## src/rtl/pipe_pkg.sv

```systemverilog
// Shared types and constants for the elastic pipeline stage registers.
package pipe_pkg;

  // Encoded as {skid valid, main valid}
  typedef enum logic [1:0] {
    EMPTY = 2'b00,
    ONE   = 2'b01,
    FULL  = 2'b11
  } pipe_state_e;

  localparam int unsigned PIPE_DATA_W = 96;
  localparam int unsigned PIPE_CTRL_W = 16;

  localparam int unsigned CTRL_MEM_RD = 0;
  localparam int unsigned CTRL_MEM_WR = 1;

  localparam logic [PIPE_CTRL_W-1:0] IF_ID_SE_MASK  = '0;
  localparam logic [PIPE_CTRL_W-1:0] ID_EX_SE_MASK  = (16'b1 << CTRL_MEM_RD) | (16'b1 << CTRL_MEM_WR);
  localparam logic [PIPE_CTRL_W-1:0] EX_MEM_SE_MASK = (16'b1 << CTRL_MEM_RD) | (16'b1 << CTRL_MEM_WR);
  localparam logic [PIPE_CTRL_W-1:0] MEM_WB_SE_MASK = '0;

endpackage

```

## src/rtl/pipe_sat_counter.sv

```systemverilog
// Saturating up-counter with enable; only compiled with PIPE_STAGE_PERF_EN
// because it is instantiated nowhere else.
`ifdef PIPE_STAGE_PERF_EN
module pipe_sat_counter #(
  parameter int unsigned CNT_W = 16
) (
  input  logic             clk,
  input  logic             rst_n,
  input  logic             en,
  output logic [CNT_W-1:0] count
);

  logic [CNT_W-1:0] count_q;
  logic [CNT_W-1:0] count_d;

  always_comb begin
    count_d = count_q;
    if (en && (count_q != {CNT_W{1'b1}})) begin
      count_d = count_q + 1'b1;
    end
  end

  always_ff @(posedge clk or negedge rst_n) begin
    if (!rst_n) begin
      count_q <= '0;
    end else begin
      count_q <= count_d;
    end
  end

  assign count = count_q;

endmodule
`endif

```

## src/rtl/pipe_stage_reg.sv

```systemverilog
// Elastic pipeline stage register: main entry plus skid entry, registered in_ready,
// flush, fire-once side-effect masking. PIPE_STAGE_PERF_EN builds the perf counters.
module pipe_stage_reg
  import pipe_pkg::*;
#(
  parameter int unsigned       DATA_W  = PIPE_DATA_W,
  parameter int unsigned       CTRL_W  = PIPE_CTRL_W,
  parameter logic [CTRL_W-1:0] SE_MASK = '0,
  parameter int unsigned       CNT_W   = 16
) (
  input  logic              clk,
  input  logic              rst_n,
  input  logic              flush,
  input  logic              in_valid,
  output logic              in_ready,
  input  logic [DATA_W-1:0] in_data,
  input  logic [CTRL_W-1:0] in_ctrl,
  output logic              out_valid,
  input  logic              out_ready,
  output logic [DATA_W-1:0] out_data,
  output logic [CTRL_W-1:0] out_ctrl,
  output logic [CNT_W-1:0]  stall_cnt,
  output logic [CNT_W-1:0]  flush_cnt
);

  pipe_state_e       state_q, state_d;
  logic [DATA_W-1:0] m_data_q, m_data_d;
  logic [CTRL_W-1:0] m_ctrl_q, m_ctrl_d;
  logic [DATA_W-1:0] s_data_q, s_data_d;
  logic [CTRL_W-1:0] s_ctrl_q, s_ctrl_d;
  logic              spent_q, spent_d;

  logic accept;
  logic fire;
  logic stall;

  assign in_ready  = (state_q != FULL);
  assign out_valid = (state_q != EMPTY);
  assign accept    = in_valid && in_ready;
  assign fire      = out_valid && out_ready;
  assign stall     = out_valid && !out_ready;

  always_comb begin
    state_d  = state_q;
    m_data_d = m_data_q;
    m_ctrl_d = m_ctrl_q;
    s_data_d = s_data_q;
    s_ctrl_d = s_ctrl_q;
    spent_d  = spent_q | stall;
    if (flush) begin
      state_d  = EMPTY;
      m_data_d = '0;
      m_ctrl_d = '0;
      s_data_d = '0;
      s_ctrl_d = '0;
      spent_d  = 1'b0;
    end else begin
      case (state_q)
        EMPTY: begin
          if (accept) begin
            state_d  = ONE;
            m_data_d = in_data;
            m_ctrl_d = in_ctrl;
            spent_d  = 1'b0;
          end
        end
        ONE: begin
          if (accept && fire) begin
            m_data_d = in_data;
            m_ctrl_d = in_ctrl;
            spent_d  = 1'b0;
          end else if (accept) begin
            state_d  = FULL;
            s_data_d = in_data;
            s_ctrl_d = in_ctrl;
          end else if (fire) begin
            state_d = EMPTY;
          end
        end
        FULL: begin
          // in_ready is low here, so only the skid-to-main move can happen
          if (fire) begin
            state_d  = ONE;
            m_data_d = s_data_q;
            m_ctrl_d = s_ctrl_q;
            s_data_d = '0;
            s_ctrl_d = '0;
            spent_d  = 1'b0;
          end
        end
        default: begin
          state_d = EMPTY;
        end
      endcase
    end
  end

  always_ff @(posedge clk or negedge rst_n) begin
    if (!rst_n) begin
      state_q  <= EMPTY;
      m_data_q <= '0;
      m_ctrl_q <= '0;
      s_data_q <= '0;
      s_ctrl_q <= '0;
      spent_q  <= 1'b0;
    end else begin
      state_q  <= state_d;
      m_data_q <= m_data_d;
      m_ctrl_q <= m_ctrl_d;
      s_data_q <= s_data_d;
      s_ctrl_q <= s_ctrl_d;
      spent_q  <= spent_d;
    end
  end

  assign out_data = m_data_q;
  assign out_ctrl = m_ctrl_q & ~(SE_MASK & {CTRL_W{spent_q}});

`ifdef PIPE_STAGE_PERF_EN
  pipe_sat_counter #(.CNT_W(CNT_W)) u_stall_cnt (
    .clk   (clk),
    .rst_n (rst_n),
    .en    (stall),
    .count (stall_cnt)
  );

  pipe_sat_counter #(.CNT_W(CNT_W)) u_flush_cnt (
    .clk   (clk),
    .rst_n (rst_n),
    .en    (flush),
    .count (flush_cnt)
  );
`else
  assign stall_cnt = '0;
  assign flush_cnt = '0;
`endif

endmodule
```

## config.mk

```make
export PLATFORM = sky130hd
export DESIGN_NAME = pipe_stage_reg
export DESIGN_NICKNAME = d
export VERILOG_FILES = /design/src/rtl/pipe_pkg.sv /design/src/rtl/pipe_sat_counter.sv /design/src/rtl/pipe_stage_reg.sv
export SDC_FILE = /design/constraint.sdc
export NUM_CORES = 1
export LEC_CHECK = 0
export ABC_AREA = 1
export CORE_MARGIN = 5
export CORE_UTILIZATION = 45
export DETAILED_ROUTE_END_ITERATION = 16
export GPL_ROUTABILITY_DRIVEN = 0
export HOLD_SLACK_MARGIN = 0.05
export PLACE_DENSITY_LB_ADDON = 0.12
export SKIP_CTS_REPAIR_TIMING = 1
export SYNTH_ARGS = -nofsm -noshare
export SYNTH_HDL_FRONTEND = slang
export SYNTH_SLANG_ARGS = --single-unit
```

## constraint.sdc

```tcl
create_clock -name clk -period 4.2 [get_ports clk]
set_input_delay 0.84 -clock clk [delete_from_list [all_inputs] [get_ports clk]]
set_output_delay 0.84 -clock clk [all_outputs]
set_load 0.02 [all_outputs]
```

==> Word level (Yosys, flattened, before mapping) <==
Index checks and enable logic that the tools add are counted.
Widths: inputs -> output; s select.
{ "totals": {"output_inout_bits": 146, "input_bits": 117, "wordCells": 49, "ff_bits": 226} }
{ "op_classes": {"muxes": 25, "n_eq_ne": 9, "n_reduce_logical": 10} }
{ "ops": {"columns": ["operator", "n"], "rows": [
  ["$mux 96", 7],
  ["$pmux 96 s3", 1],
  ["$pmux 96 s2", 1],
  ["$mux 16", 7],
  ["$pmux 16 s3", 1],
  ["$pmux 16 s2", 1],
  ["$ne 3x3->1 const B", 5],
  ["$mux 2", 6],
  ["$reduce_and 4->1", 3],
  ["$pmux 2 s3", 1],
  ["$ne 4x4->1 const B", 1],
  ["$reduce_bool 4->1", 1],
  ["$logic_and 1x1->1", 3],
  ["$reduce_bool 3->1", 1],
  ["$eq 2x1->1 const B", 1],
  ["$eq 2x2->1 const B", 1],
  ["$logic_not 2->1", 1],
  ["$ne 2x2->1 const B", 1],
  ["$reduce_bool 2->1", 1]
]} }

==> Depth between registers and ports, before layout <==
{ "depth": {"ltp_word": 7, "mapped_depth": 12, "depth_no_buf": 10} }

==> Least setup slack after synthesis <==
Ideal clock, no wire load.
{ "synth_timing": {"path_type": "input port to flip-flop", "start": "input port in_valid", "end": "register s_data_q[36]", "setup_time_ns": 0.117, "arrival_ns": 1.801, "stages": 9, "path_slack_ns": 2.282, "t_required_ns": 4.083, "path_buffers": 2, "path_cell_list": "inv_1 > nor2_1 > nor2_1 > nor2_2 > nand2_1 > buf_4 > buf_2 > nand2_1 > nand2_1"} }
{ "synth_between": {"elab_chain_cells": 4, "elab_cells_between_ends": 5, "cone_classes": "2 x eq/ne; 3 x reduce/logical"} }
{ "synth_rtl": {"columns": ["item", "line_no", "rtl"], "rows": [
  ["start, declared", "pipe_stage_reg.sv:14", "input logic in_valid,"],
  ["$logic_and 1x1->1 (*)", "pipe_stage_reg.sv:39", "assign accept = in_valid && in_ready;"],
  ["$logic_and 1x1->1", "pipe_stage_reg.sv:68", "if (accept && fire) begin"],
  ["$ne 3x3->1 (no source line)", null, null],
  ["$reduce_and 4->1 (no source line) (*)", null, null],
  ["end signal, assigned", "pipe_stage_reg.sv:110", "s_data_q <= s_data_d;"],
  ["end, declared", "pipe_stage_reg.sv:29", "logic [DATA_W-1:0] s_data_q, s_data_d;"]
]} }
Every way passes the cells marked *; elsewhere a longest branch is shown, timed or not.
A chain may end at the register's enable or synchronous reset.

==> Worst setup path after layout <==
{ "layout_timing": {"start": "input port flush", "end": "register m_data_q[44], in the netlist out_data[44]"} }
{ "layout_between": {"elab_chain_cells": 2, "elab_cells_between_ends": 6, "cone_classes": "3 x eq/ne; 1 x mux; 2 x reduce/logical"} }
{ "layout_rtl": {"columns": ["item", "line_no", "rtl"], "rows": [
  ["start, declared", "pipe_stage_reg.sv:13", "input logic flush,"],
  ["$ne 3x3->1 (no source line) or $reduce_bool 4->1 (tied branches)", null, null],
  ["$reduce_and 4->1 (no source line)", null, null],
  ["end signal, assigned", "pipe_stage_reg.sv:108", "m_data_q <= m_data_d;"],
  ["end, declared", "pipe_stage_reg.sv:27", "logic [DATA_W-1:0] m_data_q, m_data_d;"]
]} }
Parallel ways exist; a longest one is shown, timed or not.

==> impl_metrics.json <==
{
  "slew_viol_final": 0,
  "layout_commonest_cell": "nand2_1",
  "clk_path_buf_depth": 3,
  "top_layer_used": "met4",
  "p_total_w": 0.00926,
  "relSlewSlack": 0.110,
  "p_sw_w": 0.00361,
  "worstPathArrival_ps": 3430,
  "netlist_area_um2": 11100,
  "swShare": 0.390,
  "die_area_um2": 28000,
  "seq_area_frac_synth": 0.508,
  "cp_slowest_cell": "nand3_4",
  "first_iter_violations": 987,
  "cts.sinks": 226,
  "grt_start_max_net_pins": 115,
  "fillers": 2245,
  "cp_max_fo": 54,
  "hpwl_um": 17900,
  "cts_made_buffers": 26,
  "portBuffers": 230,
  "grt_overflow": 0,
  "fin_worst_skew_ps": 8.13,
  "leakagePower_nw": 7.41,
  "fmax_mhz": 335,
  "synth_area_leaders": "dfrtp_1 (51%), nand2_1 (27%), nand3b_1 (7.6%), nand4_1 (6.3%), buf_4 (2.8%)",
  "crit_path_max_incr_delay_ps": 690,
  "yosys.area.top_type": "dfrtp_1",
  "fp.coreArea_um2": 24300,
  "io_pins": 263,
  "p_per_area_nw_per_um2": 648,
  "startpoint_type": "primary input",
  "grt_use_total": 0.227,
  "seqPwrFrac": 0.368,
  "fin_util": 0.588,
  "htree_levels": 1,
  "rows": 57,
  "drtAntennaViolNets": 0,
  "path_delay_family": "simple AND/OR/NAND/NOR gates",
  "post-route-period-util": 0.711,
  "antenna_found_initial": 1,
  "clk_transition_reported_paths_ps": 60,
  "hp-class": "primary input to asynchronous set/reset pin",
  "fp.dieW_um": 167,
  "vias": 10000,
  "tritoncts": "built",
  "worstPathRequired_ps": 4650,
  "status": "finished clean",
  "dpl-instance-area_um2": 13500,
  "cap_violations": 0,
  "multi_input_area_um2": 4870,
  "yosysTopAreaCellShare": 0.508,
  "hold_viol": 0,
  "start_util": 0.458,
  "critical_path_class": "primary input to flip-flop",
  "ys.warnings.count": 0,
  "routedWlPerCell_um": 16.8,
  "postSynthAreaPerCell_um2": 7.82,
  "setup_viol": 0,
  "path_cells": "clkdlybuf4s50_1 -> nor2_4 -> nand3_4 -> nand3_4 -> buf_12 -> nand2_1 -> nand2_1",
  "drive_gt1_frac": 0.0405,
  "wl_met1_um": 14700,
  "endpoint_kind": "flip-flop",
  "dr.pass1.iters": 5,
  "grt_pass1_wl_um": 53400,
  "grt_pass1_vias": 10000,
  "synth.distinct_cells": 18,
  "wl_um": 32400,
  "setup-tns-final_ps": 0,
  "p_int_w": 0.00565,
  "drc_errors": 0,
  "die_h_um": 167,
  "fin_nets": 1709,
  "mostFrequentLayoutCells": "nand2_1 (801), clkdlybuf4s50_1 (229), dfrtp_1 (226)",
  "route.met3.wl_um": 2240,
  "rsz0062_at_grt": "false",
  "postSynthCellCount": 1424,
  "synth_seq_cells": 226,
  "vias_per_cell": 5.20,
  "cp_num_buf_inv": 2,
  "dr_wl_met2_um": 14800,
  "period_minus_slack_ps": 2980,
  "syn_to_final_growth_pct": 28.4,
  "p_clk_frac": 0.238,
  "clockRootBuffer": "clkbuf_16",
  "clock_latency_ps": 520,
  "combPwrFrac": 0.394,
  "stdcell_area_um2": 14300,
  "regArea_um2": 5660,
  "worstMarginPinSlew_ps": 1340,
  "ir_worst_vdd_mv": 0.401
}
==> path summary, 6_finish.rpt <==
check	end	startpoint	slack, ps	depth (start not counted)
max	out_data[44]	flush	1220	7
min	out_data[20]	rst_n	390	1
max reg2reg	state_q[1]	state_q[0]	1390	11
min reg2reg	out_ctrl[10]	out_ctrl[10]	470	2
max in group asynchronous	s_ctrl_q[10]	rst_n	2640	2
min in group clk	out_ctrl[10]	out_ctrl[10]	470	2
==> registers in the layout (all words and copies together) (netlist names) <==
register and cells:
state_q 2, out_ctrl 16, s_ctrl_q 16, out_data 96, s_data_q 96
==> logic make-up after synthesis <==
kind of cell / count (synthesis) / share of synthesized area
fa+ha+maj: 4 / 0.00450
compound gates: 1 / 0.000449
simple gates: 1043 / 0.416
other cells: 1 / 0.000337
buf+inv: 149 / 0.0705
flops: 226 / 0.508
==> synth_stat cells (all sizes together) <==
| cell | number |
|---|---|
| or2 | 1 |
| dfrtp | 226 |
| clkbuf | 28 |
| conb | 1 |
| nand3b | 112 |
| nand3 | 5 |
| buf | 112 |
| nand4 | 112 |
| nand2 | 803 |
| a21oi | 1 |
| inv | 9 |
| ha | 4 |
| nor2 | 10 |
==> power groups by stage <==
stage,sequential [W],combinational (W),clock (W)
2_1_floorplan,0.00389,0.00158,0
3_3_place_gp,0.00341,0.00365,0
3_5_place_dp,0.00342,0.00368,0
4_1_cts,0.00341,0.00370,0.00224
5_1_grt,0.00351,0.00397,0.00235
6_report,0.00341,0.00364,0.00220
==> per-layer routing <==
layer,track usage,vias to the layer above
met3,0.0384,49
met2,0.365,370
li1,-,4812
met5,0,-
met1,0.323,4811
met4,0.0600,0
==> cell type report <==
cell class                 instances  area share
sequential                       226       0.396
multi-input combinational       1080       0.341
timing repair buffer             245       0.175
clock buffer                      39      0.0532
tap                              324      0.0284
clock inverter                     7     0.00420
inverter                           9     0.00254
antenna                            1    0.000175
==> per-stage QoR <==
stage          setup slack [ps]  std cells  hold WS [ps]
2_1_floorplan              2280       1455           442
3_3_place_gp                735       1884           452
3_5_place_dp                699       1884           457
4_1_cts                    1230       1930           417
5_1_grt                    1030       1931           461
6_report                   1220       1931           388
No activity file was read; power rests on OpenSTA's default activity.
